`config.mk`:
```
export PLATFORM = sky130hd
export DESIGN_NAME = apb4_master_bridge
export DESIGN_NICKNAME = d
export VERILOG_FILES = /design/src/rtl/apb4_master_pkg.sv /design/src/rtl/apb4_master_bridge.sv
export SDC_FILE = /design/constraint.sdc
export NUM_CORES = 1
export LEC_CHECK = 0
export BUFFER_PORTS_ARGS = -buffer_cell sky130_fd_sc_hd__buf_2
export CAP_MARGIN = 30
export CORE_MARGIN = 2
export CORE_UTILIZATION = 49
export CTS_CLUSTER_DIAMETER = 80
export DETAILED_ROUTE_END_ITERATION = 16
export GPL_TIMING_DRIVEN = 0
export HOLD_SLACK_MARGIN = 0.02
export PLACE_DENSITY = 0.84
export SLEW_MARGIN = 20
export SYNTH_ARGS = -nofsm -noshare
export SYNTH_HDL_FRONTEND = slang
export SYNTH_SLANG_ARGS = --single-unit
```
`constraint.sdc`:
```
create_clock -name pclk -period 4 [get_ports pclk]
set_input_delay 0.4 -clock pclk [delete_from_list [all_inputs] [get_ports pclk]]
set_output_delay 0.4 -clock pclk [all_outputs]
set_load 0.005 [all_outputs]
```
`src/rtl/apb4_master_pkg.sv`:
```
// Shared types for the APB4 requester bridge: FSM state encoding and APB4 field widths.
package apb4_master_pkg;

  localparam int APB4_PROT_WIDTH = 3;

  typedef enum logic [1:0] {
    IDLE   = 2'd0,
    SETUP  = 2'd1,
    ACCESS = 2'd2,
    RESP   = 2'd3
  } fsm_t;

endpackage

```
`src/rtl/apb4_master_bridge.sv`:
```
// APB4 requester: converts a valid/ready request stream into APB4 SETUP/ACCESS transfers and
// returns read data, slave error and timeout status on a valid/ready response stream.
module apb4_master_bridge
  import apb4_master_pkg::*;
#(
  parameter int ADDR_WIDTH     = 32,
  parameter int DATA_WIDTH     = 32,
  parameter int TIMEOUT_CYCLES = 256
) (
  input  logic                       pclk,
  input  logic                       preset,
  input  logic                       req_valid_i,
  output logic                       req_ready_o,
  input  logic [ADDR_WIDTH-1:0]      req_addr_i,
  input  logic                       req_write_i,
  input  logic [DATA_WIDTH-1:0]      req_wdata_i,
  input  logic [DATA_WIDTH/8-1:0]    req_strb_i,
  input  logic [APB4_PROT_WIDTH-1:0] req_prot_i,
  output logic                       rsp_valid_o,
  input  logic                       rsp_ready_i,
  output logic [DATA_WIDTH-1:0]      rsp_rdata_o,
  output logic                       rsp_err_o,
  output logic                       rsp_timeout_o,
  output logic [ADDR_WIDTH-1:0]      paddr,
  output logic [APB4_PROT_WIDTH-1:0] pprot,
  output logic                       psel,
  output logic                       penable,
  output logic                       pwrite,
  output logic [DATA_WIDTH-1:0]      pwdata,
  output logic [DATA_WIDTH/8-1:0]    pstrb,
  input  logic                       pready,
  input  logic [DATA_WIDTH-1:0]      prdata,
  input  logic                       pslverr
);

  localparam int STRB_WIDTH = DATA_WIDTH / 8;
  localparam bit TIMEOUT_EN = (TIMEOUT_CYCLES > 0);
  localparam int CNT_WIDTH  = TIMEOUT_EN ? $clog2(TIMEOUT_CYCLES + 1) : 1;
  localparam logic [CNT_WIDTH-1:0] CNT_LIMIT =
    TIMEOUT_EN ? CNT_WIDTH'(TIMEOUT_CYCLES - 1) : {CNT_WIDTH{1'b0}};

  fsm_t                 state_r;
  logic [CNT_WIDTH-1:0] cnt_r;
  logic                 accept_s;
  logic                 timeout_hit_s;

  // Request acceptance: free in IDLE; in RESP a new request may ride on the response handshake
  always_comb begin
    req_ready_o = 1'b0;
    case (state_r)
      IDLE:    req_ready_o = 1'b1;
      RESP:    req_ready_o = rsp_ready_i;
      default: req_ready_o = 1'b0;
    endcase
  end

  assign accept_s      = req_valid_i & req_ready_o;
  // pready is checked first in ACCESS, so a late ready still beats the abort
  assign timeout_hit_s = TIMEOUT_EN && !pready && (cnt_r == CNT_LIMIT);

  // Request latch: APB address/control/data held from SETUP until the next accepted request
  always_ff @(posedge pclk) begin
    if (preset) begin
      paddr  <= {ADDR_WIDTH{1'b0}};
      pwrite <= 1'b0;
      pwdata <= {DATA_WIDTH{1'b0}};
      pstrb  <= {STRB_WIDTH{1'b0}};
      pprot  <= {APB4_PROT_WIDTH{1'b0}};
    end else if (accept_s) begin
      paddr  <= req_addr_i;
      pwrite <= req_write_i;
      pwdata <= req_wdata_i;
      pstrb  <= req_write_i ? req_strb_i : {STRB_WIDTH{1'b0}};
      pprot  <= req_prot_i;
    end
  end

  // Transfer FSM: APB phase strobes, ACCESS wait counter and the registered response
  always_ff @(posedge pclk) begin
    if (preset) begin
      state_r       <= IDLE;
      psel          <= 1'b0;
      penable       <= 1'b0;
      cnt_r         <= {CNT_WIDTH{1'b0}};
      rsp_valid_o   <= 1'b0;
      rsp_rdata_o   <= {DATA_WIDTH{1'b0}};
      rsp_err_o     <= 1'b0;
      rsp_timeout_o <= 1'b0;
    end else begin
      case (state_r)
        IDLE: begin
          if (accept_s) begin
            state_r <= SETUP;
            psel    <= 1'b1;
            cnt_r   <= {CNT_WIDTH{1'b0}};
          end
        end
        SETUP: begin
          state_r <= ACCESS;
          penable <= 1'b1;
        end
        ACCESS: begin
          if (pready) begin
            state_r       <= RESP;
            psel          <= 1'b0;
            penable       <= 1'b0;
            rsp_valid_o   <= 1'b1;
            rsp_rdata_o   <= pwrite ? {DATA_WIDTH{1'b0}} : prdata;
            rsp_err_o     <= pslverr;
            rsp_timeout_o <= 1'b0;
          end else if (timeout_hit_s) begin
            // Abort mid-ACCESS on purpose: a hung slave must not stall the requester forever
            state_r       <= RESP;
            psel          <= 1'b0;
            penable       <= 1'b0;
            rsp_valid_o   <= 1'b1;
            rsp_rdata_o   <= {DATA_WIDTH{1'b0}};
            rsp_err_o     <= 1'b1;
            rsp_timeout_o <= 1'b1;
          end else begin
            cnt_r <= cnt_r + CNT_WIDTH'(1'b1);
          end
        end
        RESP: begin
          if (rsp_ready_i) begin
            rsp_valid_o <= 1'b0;
            if (accept_s) begin
              state_r <= SETUP;
              psel    <= 1'b1;
              cnt_r   <= {CNT_WIDTH{1'b0}};
            end else begin
              state_r <= IDLE;
            end
          end
        end
        default: begin
          state_r <= IDLE;
          psel    <= 1'b0;
          penable <= 1'b0;
        end
      endcase
    end
  end

endmodule
```
==> impl_results.md, run 1 <==
- Largest net degree at the start of global routing: 17
- Global-route wire length before repair: 20,410 um
- Postcts setup bufs: 0
- Largest cells by area after synthesis: dfxtp_1, nand2_1, a21oi_1
- Final WL: 13,070 um
- Multi-input combinational cell area: 1827 sq um
- Clock buffer depth: 2
- Status: finished clean
- Setup CP Type: register to register
- Hold Path Class: input port to register
- DR vias: 4,629
- Setup violations, final: 0
- DRT antenna net count: 0
- CP arrival: 2.87 ns
- Synth unique cells: 37
- Share of layout cells above drive strength 1: 34.91%
- RSZ-0062 raised after global routing: no
- TritonRoute pass-1 iters: 5
- Grt total ovfl: 0
- DR vias/cell: 5.201
- Final Cycle Share: 62.57%
- Starting Density: 50.65%
- Fin Clk Skew: 0.007441 ns
- Filler cells: 688
- Port bufs: 218
- Leakage power: 2.897 nW
- Die X: 98.94 um
- Routability cong.: 0.8312
- R2R Path Start: cnt_r[0]
- Final #Nets: 884
- Setup WS post-layout: 1.497 ns
- Slew Limit Fails: 0
- Max transition margin: 63.15%
- Setup WS pre-CTS: 1.569 ns
- Startpoint types: register
- TritonCTS clock tree: built
- Register area: 2402 sq um
- Synth top area share: 54.39%
- TritonCTS buffer count: 17
- Syn_area_per_cell: 8.302 sq um
- Pwr/cell area: 598.7 nW/um^2
- # IOs: 220
- WHS: 0.1267 ns
- Post-route setup TNS: 0 ns
- Actual slew at the worst max-slew pin: 0.5528 ns
- Syn Std Cell Area: 4417 sq um
- Reg clk slew, reported paths: 0.06 ns
- Synth warnings: 0
- Floorplan row count: 34
- Leading area contributor after synthesis: dfxtp_1
- Post-Layout Inst Area: 6282 sq um
- Syn nets: 647
- Mapped Cells: 532
- Largest stage delay on the critical path: 0.36 ns
- Hold Path Origin: pready
- Final hold violations: 0
- Fmax achieved: 399.5 MHz
- Number of remaining DRC errors: 0
- CP Cell Sequence: ha_1 > nand2_1 > nor2_1 > and3_1 > ha_1 > o21ai_2 > o21ai_0 > nor2_1 > a311oi_1
- H-tree depth: 4
- DR iter-0 viols: 181
- Worst vdd ir: 0.3327 mV
- Crit end category: register
- Worst EP required: 4.36 ns
- Critical path startpoint: cnt_r[0]
- Seq/Total Area, Yosys: 54.39%
- Most common cell after layout, fill and taps aside: buf_2
- Worst-Skew Late Latency: 0.51 ns
- Flop and latch count out of synthesis: 120
- Initial antenna violation count: 0
- Die Y: 98.94 um
- CTS Hold Bufs: 0
- Sink Count: 120
- Vias in the first global route: 4,444
- Ant. Diodes: 0
- Maximum fanout along the worst path: 8
- WL per Instance: 14.68 um
- Core area: 8721 sq um
- # Max-Cap Violations: 0
- Total track usage: 26.10%
- Post-DP HPWL: 9501 um
- Die area: 9789 sq um
- DP Area: 5643 sq um
- CP max-delay cell: o21ai_2
- Root buf cell: clkbuf_8
- Area Growth Syn to Fin: 42.24%
- CTS-repair resized insts: 0
- Most frequent cells in the layout: buf_2, nand2_1, dfxtp_1, a21oi_1, nor2_1
- Min Tclk post-route: 2.503 ns
[routing by layer]
layer,up-vias,track usage (%),routed length [um]
li1,2269,-,-
met1,2097,30.04,5283
met2,227,44.96,6338
met3,36,7.376,1070
met4,0,11.80,373
met5,-,0,0
[worst paths after layout]
kind	to	slack, ns	cells after the start
worst max-delay path	cnt_r[6]	1.50	9
worst min-delay path	rsp_timeout_o	0.13	2
worst max register to register	cnt_r[6]	1.50	9
worst min register to register	pwdata[2]	0.45	2
[cell families after synthesis]
| family | after synthesis | synth area share [%] |
|---|---|---|
| AO/OA/AOI/OAI | 141 | 19.15 |
| adder cells (fa/ha/maj) | 5 | 1.416 |
| buffers and inverters | 43 | 4.249 |
| flip-flops | 120 | 54.39 |
| multiplexers | 1 | 0.2266 |
| AND/OR/NAND/NOR | 222 | 20.57 |
[critical path, delay by kind of cell (launching register included)]
kind / cells / cell delay [ns]
adder cells (fa/ha/maj): 2 / 0.53
AO/OA/AOI/OAI: 3 / 0.79
AND/OR/NAND/NOR: 4 / 0.71
flip-flops: 1 / 0.34
[through the flow]
| step | std cells | total power, mW | util [%] |
|---|---|---|---|
| 6_report | 890 | 3.761 | 72.04 |
| 5_1_grt | 890 | 3.944 | 72.04 |
| 4_1_cts | 890 | 3.791 | 72.04 |
| 3_5_place_dp | 858 | 2.144 | 64.71 |
| 3_3_place_gp | 858 | 2.112 | 64.71 |
| 2_1_floorplan | 532 | 1.832 | - |
[power by group]
| part | internal [mW] | total (mW) | switching [mW] |
|---|---|---|---|
| clock network | 1.08 | 1.64 | 0.555 |
| registers | 1.33 | 1.40 | 0.0715 |
| logic | 0.292 | 0.719 | 0.427 |
| total | 2.71 | 3.76 | 1.05 |
[Yosys cell counts]
library cell  instances
a211oi_1              2
a21oi_1              84
a22oi_1              32
a311oi_1              3
a311oi_2              1
a31o_1                1
a31oi_1               2
and2b_4               1
and3_1                1
buf_1                 1
buf_2                15
buf_6                 1
clkbuf_1             19
dfxtp_1             120
ha_1                  5
inv_1                 7
mux2i_1               1
nand2_1             149
nand2b_1              2
nand3_1               7
nor2_1               48
nor2_2                2
nor2_4                1
nor2b_1               3
nor3_1                3
nor3_4                1
nor3b_1               1
o211ai_1              1
o21ai_0               9
o21ai_2               1
o21ba_2               1
o311ai_0              2
o31ai_1               1
o41a_1                1
or2_1                 1
or3_1                 1
or3b_4                1
[flip-flops by register name, summed over array words and instances (netlist names)]
register,flops
cnt_r,9
rsp_rdata_o,32
pwrite,1
paddr,32
psel,1
pwdata,32
penable,1
pprot,3
rsp_timeout_o,1
pstrb,4
rsp_valid_o,1
state_r,2
rsp_err_o,1
[layout make-up]
class	count	area share, %
tap	108	2.151
sequential	120	38.24
timing repair buffer	218	17.37
inverter	7	0.4182
buffer	36	2.569
clock inverter	13	3.465
multi-input combinational	369	29.08
clock buffer	19	6.712
Note: power is estimated with default switching activity, not from simulation.
==> run 2, diff against run 1 <==
- CORE_UTILIZATION: 49 -> 45
- PLACE_DENSITY: 0.84 -> 0.78
- clock period: 4 -> 2.4 ns (I/O delays scaled with it)
==> run 2 against run 1 <==
Global-route usage grew 2.5 points. Count of clock-buffer cells in the layout is 4 higher. Clock skew is 0.0039 ns higher. Critical path type unchanged. Via count grew 12%. Die area grew 8.5%. Flip-flop and latch count stayed put. Final area increased by 16%. Largest cell class unchanged. Routed wire length is 23% higher. Sequential power increased by 68%.
==> impl_results.md, run 2 (synthesis results as in run 1) <==
- Setup violations, final: 0 (unchanged)
- Top sig layer: met4 (unchanged)
- Starting Density: 45.82% (was 50.65%)
- Root buf cell: clkbuf_8 (unchanged)
- Met1 Routed Length: 6465 um (was 5283 um)
- WL per Instance: 15.74 um (was 14.68 um)
- Met2 WL: 7652 um (was 6338 um)
- Clock buffer depth: 2 (unchanged)
- Grt total ovfl: 0 (unchanged)
- Die Y: 103.1 um (was 98.94 um)
- Max transition margin: 61.62% (was 63.15%)
- Sink Count: 120 (unchanged)
- Min Tclk post-route: 2.288 ns (was 2.503 ns)
- Fin Clk Skew: 0.01139 ns (was 0.007441 ns)
- Die area: 10,620 sq um (was 9789 sq um)
- Largest net degree at the start of global routing: 17 (unchanged)
- Reg clk slew, reported paths: 0.05 ns (was 0.06 ns)
- RSZ-0062 raised after global routing: yes (was no)
- Die X: 103.1 um (was 98.94 um)
- Fmax achieved: 437.1 MHz (was 399.5 MHz)
- H-tree depth: 4 (unchanged)
- Worst vdd ir: 0.5134 mV (was 0.3327 mV)
- Final #Nets: 990 (was 884)
- Actual slew at the worst max-slew pin: 0.5757 ns (was 0.5528 ns)
- Filler cells: 599 (was 688)
- DR iter-0 viols: 243 (was 181)
- Worst EP required: 2.80 ns (was 4.36 ns)
- DR vias/cell: 5.098 (was 5.201)
- # IOs: 220 (unchanged)
- Most common cell after layout, fill and taps aside: buf_2 (unchanged)
- DR vias: 5,200 (was 4,629)
- Hold Path Class: input port to register (unchanged)
- Final WL: 16,050 um (was 13,070 um)
- Setup CP Type: register to register (unchanged)
- Postcts setup bufs: 0 (unchanged)
- Core area: 9639 sq um (was 8721 sq um)
- Status: finished clean (unchanged)
- Final hold violations: 0 (unchanged)
- Number of remaining DRC errors: 0 (unchanged)
- Placed cells: 883 (was 858)
- Final Cycle Share: 95.33% (was 62.57%)
- Worst-Skew Late Latency: 0.51 ns (about the same)
- Post-DP HPWL: 9136 um (was 9501 um)
- Routability cong.: 0.8134 (was 0.8312)
- Setup WS post-layout: 0.1122 ns (was 1.497 ns)
- TritonCTS buffer count: 17 (unchanged)
- DRT antenna net count: 0 (unchanged)
- TritonCTS clock tree: built (unchanged)
- Pwr/cell area: 840.9 nW/um^2 (was 598.7 nW/um^2)
- Largest registers: paddr (32), pwdata (32), rsp_rdata_o (32) (unchanged)
- Vias in the first global route: 5,013 (was 4,444)
- Initial antenna violation count: 0 (unchanged)
- Slew Limit Fails: 0 (unchanged)
- Share of layout cells above drive strength 1: 30.89% (was 34.91%)
- Most frequent cells in the layout: buf_2, nand2_1, dfxtp_1, dlygate4sd3_1, a21oi_1 (was buf_2, nand2_1, dfxtp_1, a21oi_1, nor2_1)
- Total track usage: 28.65% (was 26.10%)
- Ant. Diodes: 0 (unchanged)
- Startpoint types: register (unchanged)
- Met3 wire length: 1513 um (was 1070 um)
- Port bufs: 218 (unchanged)
- Floorplan row count: 36 (was 34)
- WHS: 0.06002 ns (was 0.1267 ns)
- Final Non-Filler Cells: 1,020 (was 890)
- CP arrival: 2.68 ns (was 2.87 ns)
- Global-route wire length before repair: 23,630 um (was 20,410 um)
- Maximum fanout along the worst path: 7 (was 8)
- # Max-Cap Violations: 0 (unchanged)
- Leakage power: 3.322 nW (was 2.897 nW)
- Area Growth Syn to Fin: 65.64% (was 42.24%)
- Crit end category: register (unchanged)
- Setup WS pre-CTS: -0.05187 ns (was 1.569 ns)
- TritonRoute pass-1 iters: 5 (unchanged)
[run 2: through the flow]
step	cell area, sq um	power (mW)	utilization (%)	setup TNS, ns
floorplan	4417	3.054	-	0
global placement	5674	3.532	58.87	0
detailed placement	5674	3.571	58.87	-0.2291
CTS	7301	6.094	75.74	0
global route	7316	6.455	75.90	-0.03710
finish	7316	6.152	75.90	0
[run 2: report_power, final]
group	internal, mW	switching (mW)	leakage, nW	total [mW]
registers	2.22	0.124	0.977	2.35
logic	0.603	0.799	2.07	1.40
clock network	1.55	0.856	0.278	2.40
[run 2: critical path, cell delays in order, from the launching register on]
cell and delay, ns:
dfxtp_1 0.33, ha_1 0.26, nand2_1 0.10, nor2_1 0.06
and3_1 0.18, ha_1 0.28, or3b_4 0.46, nor3_4 0.22
a21oi_1 0.10, a31o_1 0.18
[run 2: routing by layer]
| metal | vias to the layer above | GRT usage (%) |
|---|---|---|
| met5 | - | 0 |
| met4 | 0 | 11.94 |
| met3 | 46 | 10.10 |
| met2 | 300 | 49.40 |
| met1 | 2373 | 32.14 |
| li1 | 2481 | - |
[run 2: layout make-up]
class	instances	area (sq um)	share of cell area (%)
Inverter	7	26.28	0.3592
Clock inverter	8	96.34	1.317
Clock buffer	23	466.7	6.379
Multi-Input combinational cell	369	1842	25.18
Timing Repair Buffer	324	2152	29.42
Sequential cell	120	2402	32.84
Buffer	36	163.9	2.240
Tap cell	133	166.4	2.275
[run 2: what timing repair did]
action / 4_1_cts / 5_1_grt
pin swaps: 0 / 2
hold buffers: 106 / 0
endpoints found under the setup margin: 5 / 38
gates resized for setup: 1 / 7
gates cloned: 0 / 0
endpoints found under the hold margin: 106 / 0
[run 2: final timing paths]
kind         startpoint         to  slack [ns]  depth (start not counted)
max            cnt_r[0]   cnt_r[7]        0.11                          9
min              preset       psel        0.06                          4
max reg2reg    cnt_r[0]   cnt_r[7]        0.11                          9
min reg2reg   paddr[18]  paddr[18]        0.45                          2
==> run 3, diff against run 2 <==
- ABC_AREA: default -> 1
- CORE_UTILIZATION: 45 -> 46
==> run 3 against run 2 <==
Clock skew about the same. Flip-flop and latch count unchanged. Via count up 7.7%. Final area up 3.8%. Sequential share of layout area down 1.2 points. Critical endpoint is now rsp_rdata_o[7].
==> impl_results.md, run 3 <==
- Status: finished clean (unchanged)
- WL per Instance: 16.38 um (was 15.74 um)
- Total track usage: 32.12% (was 28.65%)
- Routability cong.: 0.8440 (was 0.8134)
- Syn_area_per_cell: 7.835 sq um (was 8.302 sq um)
- R2R Path Start: cnt_r[0] (unchanged)
- Clock buffer depth: 2 (unchanged)
- Most frequent cells in the layout: buf_2, nand2_1, dfxtp_1, dlygate4sd3_1, a21oi_1 (unchanged)
- H-tree depth: 4 (unchanged)
- Top sig layer: met4 (unchanged)
- Crit end category: register (unchanged)
- Area share of and/or/nand/nor cells after synthesis: 26.00% (was 20.57%)
- Largest net degree at the start of global routing: 17 (unchanged)
- Hold Path Class: input port to register (unchanged)
- DR iter-0 viols: 380 (was 243)
- Pwr/cell area: 1009 nW/um^2 (was 840.9 nW/um^2)
- DRT antenna net count: 0 (unchanged)
- Xor-xnor portion of the synthesized cell area: 0% (unchanged)
- Largest registers: paddr (32), pwdata (32), rsp_rdata_o (32) (unchanged)
- TritonRoute pass-1 iters: 5 (unchanged)
- Post-synth EDFFs: 0 (unchanged)
- Crit path to: rsp_rdata_o[7] (was cnt_r[7])
- CP arrival: 2.60 ns (was 2.68 ns)
- Grt total ovfl: 0 (unchanged)
- Post-route setup TNS: 0 ns (unchanged)
- CP Cell Sequence: ha_1 > nand2_1 > nor2_1 > nand3_1 > nor2_1 > ha_1 > nor2_1 > nor2_2 > inv_1 > buf_2 > nand2_1 > a21oi_1 (was ha_1 > nand2_1 > nor2_1 > and3_1 > ha_1 > or3b_4 > nor3_4 > a21oi_1 > a31o_1)
- Worst reg2reg endpoint: rsp_rdata_o[7] (was cnt_r[7])
- Slew Limit Fails: 0 (unchanged)
- Die area: 11,040 sq um (was 10,620 sq um)
- Share of layout cells above drive strength 1: 33.96% (was 30.89%)
- Initial antenna violation count: 0 (unchanged)
- CP max-delay cell: dfxtp_1 (was or3b_4)
- Sink Count: 120 (unchanged)
- Synth warnings: 0 (unchanged)
- Starting Density: 47.65% (was 45.82%)
- Synth Area in Adders: 1.331% (was 1.416%)
- Floorplan row count: 36 (unchanged)
- DR vias/cell: 5.151 (was 5.098)
- # Max-Cap Violations: 0 (unchanged)
- Vias in the first global route: 5,691 (was 5,013)
- CTS-repair resized insts: 0 (was 1)
- Flop and latch count out of synthesis: 120 (unchanged)
- Root buf cell: clkbuf_8 (unchanged)
- Min Tclk post-route: 2.217 ns (was 2.288 ns)
- RSZ-0062 raised after global routing: no (was yes)
- Fraction of registers with async set/reset: 0% (unchanged)
- Global-route wire length before repair: 27,790 um (was 23,630 um)
- Final #Nets: 1,057 (was 990)
- Final WL: 17,810 um (was 16,050 um)
- Reg clk slew, reported paths: 0.06 ns (was 0.05 ns)
- Placed cells: 952 (was 883)
- Port bufs: 219 (was 218)
- Core area: 9864 sq um (was 9639 sq um)
- Synth Area in Compound Gates: 14.67% (was 19.15%)
- Post-DP HPWL: 10,350 um (was 9136 um)
- Largest family of logic cells by synthesized area: simple AND/OR/NAND/NOR gates (unchanged)
- Worst R2R Path Depth: 12 (was 9)
- Ant. Diodes: 0 (unchanged)
- Syn nets: 715 (was 647)
- DR vias: 5,599 (was 5,200)
- Final Non-Filler Cells: 1,087 (was 1,020)
- Most common cell after layout, fill and taps aside: buf_2 (unchanged)
- Setup violations, final: 0 (unchanged)
- Fmax achieved: 451.1 MHz (was 437.1 MHz)
- Met3 wire length: 1484 um (was 1513 um)
- Worst EP required: 2.78 ns (was 2.80 ns)
- Cell with the most instances after synthesis: nand2_1 (unchanged)
- Area Growth Syn to Fin: 61.49% (was 65.64%)
- Most used cell, CP: nor2_1 (was ha_1)
- Fin Clk Skew: 0.01136 ns (was 0.01139 ns)
- Final Cycle Share: 92.37% (was 95.33%)
- Met1 Routed Length: 6560 um (was 6465 um)
- Seq/Total Area, Yosys: 51.10% (was 54.39%)
- Mapped Cells: 600 (was 532)
- Power, Total: 7.661 mW (was 6.152 mW)
- Critical path startpoint: cnt_r[0] (unchanged)
- Setup CP Type: register to register (unchanged)
- Leading area contributor after synthesis: dfxtp_1 (unchanged)
- Largest cells by area after synthesis: dfxtp_1, nand2_1, a21oi_1 (unchanged)
- Max transition margin: 57.43% (was 61.62%)
- TritonCTS clock tree: built (unchanged)
- Largest stage delay on the critical path: 0.38 ns (was 0.46 ns)
- R2R setup slack: 0.18 ns (was 0.11 ns)
- Final hold violations: 0 (unchanged)
- Worst-Skew Late Latency: 0.53 ns (was 0.51 ns)
- Maximum fanout along the worst path: 10 (was 7)
- Synth top area share: 51.10% (was 54.39%)
- Worst vdd ir: 0.5561 mV (was 0.5134 mV)
- # IOs: 220 (unchanged)
- Actual slew at the worst max-slew pin: 0.6386 ns (was 0.5757 ns)
- Postcts setup bufs: 0 (unchanged)
- Number of remaining DRC errors: 0 (unchanged)
- Synth unique cells: 28 (was 37)
- Syn Std Cell Area: 4701 sq um (was 4417 sq um)
- TritonCTS buffer count: 17 (unchanged)
- Met2 WL: 8948 um (was 7652 um)
- Die Y: 105.1 um (was 103.1 um)
- Mux cell area share after synthesis: 0% (was 0.2266%)
- Leakage power: 3.460 nW (was 3.322 nW)
- Synth cell count leaders: nand2_1, dfxtp_1, a21oi_1 (unchanged)
- Post-synth top flop: dfxtp_1 (unchanged)
- Die X: 105.1 um (was 103.1 um)
- Startpoint types: register (unchanged)
run 3: power breakdown:
group	internal (mW)	leakage, nW	switching (mW)
sequential	2.41	0.977	0.247
combinational	1.02	2.20	1.43
clock	1.65	0.284	0.903
total	5.08	3.46	2.58
run 3: metal layers:
| layer | vias up | GRT usage, % |
|---|---|---|
| met1 | 2576 | 32.97 |
| met4 | 0 | 18.67 |
| met3 | 80 | 8.983 |
| li1 | 2595 | - |
| met2 | 348 | 57.98 |
| met5 | - | 0 |
run 3: area by class of cell:
cell class,instances,area (sq um)
Buffer,34,221.5
Clock buffer,23,466.7
Clock inverter,8,120.1
Fill cell,618,2273
Inverter,27,102.6
Multi-Input combinational cell,419,1974
Sequential cell,120,2402
Tap cell,133,166.4
Timing Repair Buffer,323,2137
run 3: stage by stage:
step	hold slack, ns	instance area, sq um	worst slack, ns	utilization [%]
after global routing	0.1045	7591	0.01817	76.95
after global placement	0.4449	5963	0.2984	60.45
after CTS	0.07394	7591	0.2356	76.95
final	0.08517	7591	0.1832	76.95
after detailed placement	0.4502	5963	0.2501	60.45
after floorplan	0.3763	4701	0.5985	-
run 3: logic make-up after synthesis:
| kind of cell | Yosys count |
|---|---|
| AOI/OAI and AO/OA | 121 |
| adders and majority gates | 5 |
| buffers and inverters | 61 |
| DFF | 120 |
| and+or+nand+nor | 293 |
run 3: what timing repair did:
action	CTS	global route
hold buffers	104	0
hold endpoints to repair	104	0
setup endpoints to repair	0	0
run 3: worst min path at each step:
stage / start / cells past startpoint / endpoint / slack (ns)
finish: pready / 4 / rsp_timeout_o / 0.09
CTS: pready / 4 / rsp_timeout_o / 0.07
floorplan: req_addr_i[13] / 2 / paddr[13] / 0.38
global route: req_write_i / 5 / pstrb[3] / 0.10
global placement: rsp_rdata_o[12] / 2 / rsp_rdata_o[12] / 0.44
detailed placement: rsp_rdata_o[3] / 2 / rsp_rdata_o[3] / 0.45
run 3: critical path: cells and delay by family, from the launching register on:
kind / cells / cell delay, ns
adder cells (fa/ha/maj): 2 / 0.36
buffers and inverters: 2 / 0.41
AO/OA/AOI/OAI: 1 / 0.08
flip-flops: 1 / 0.38
AND/OR/NAND/NOR: 7 / 0.85
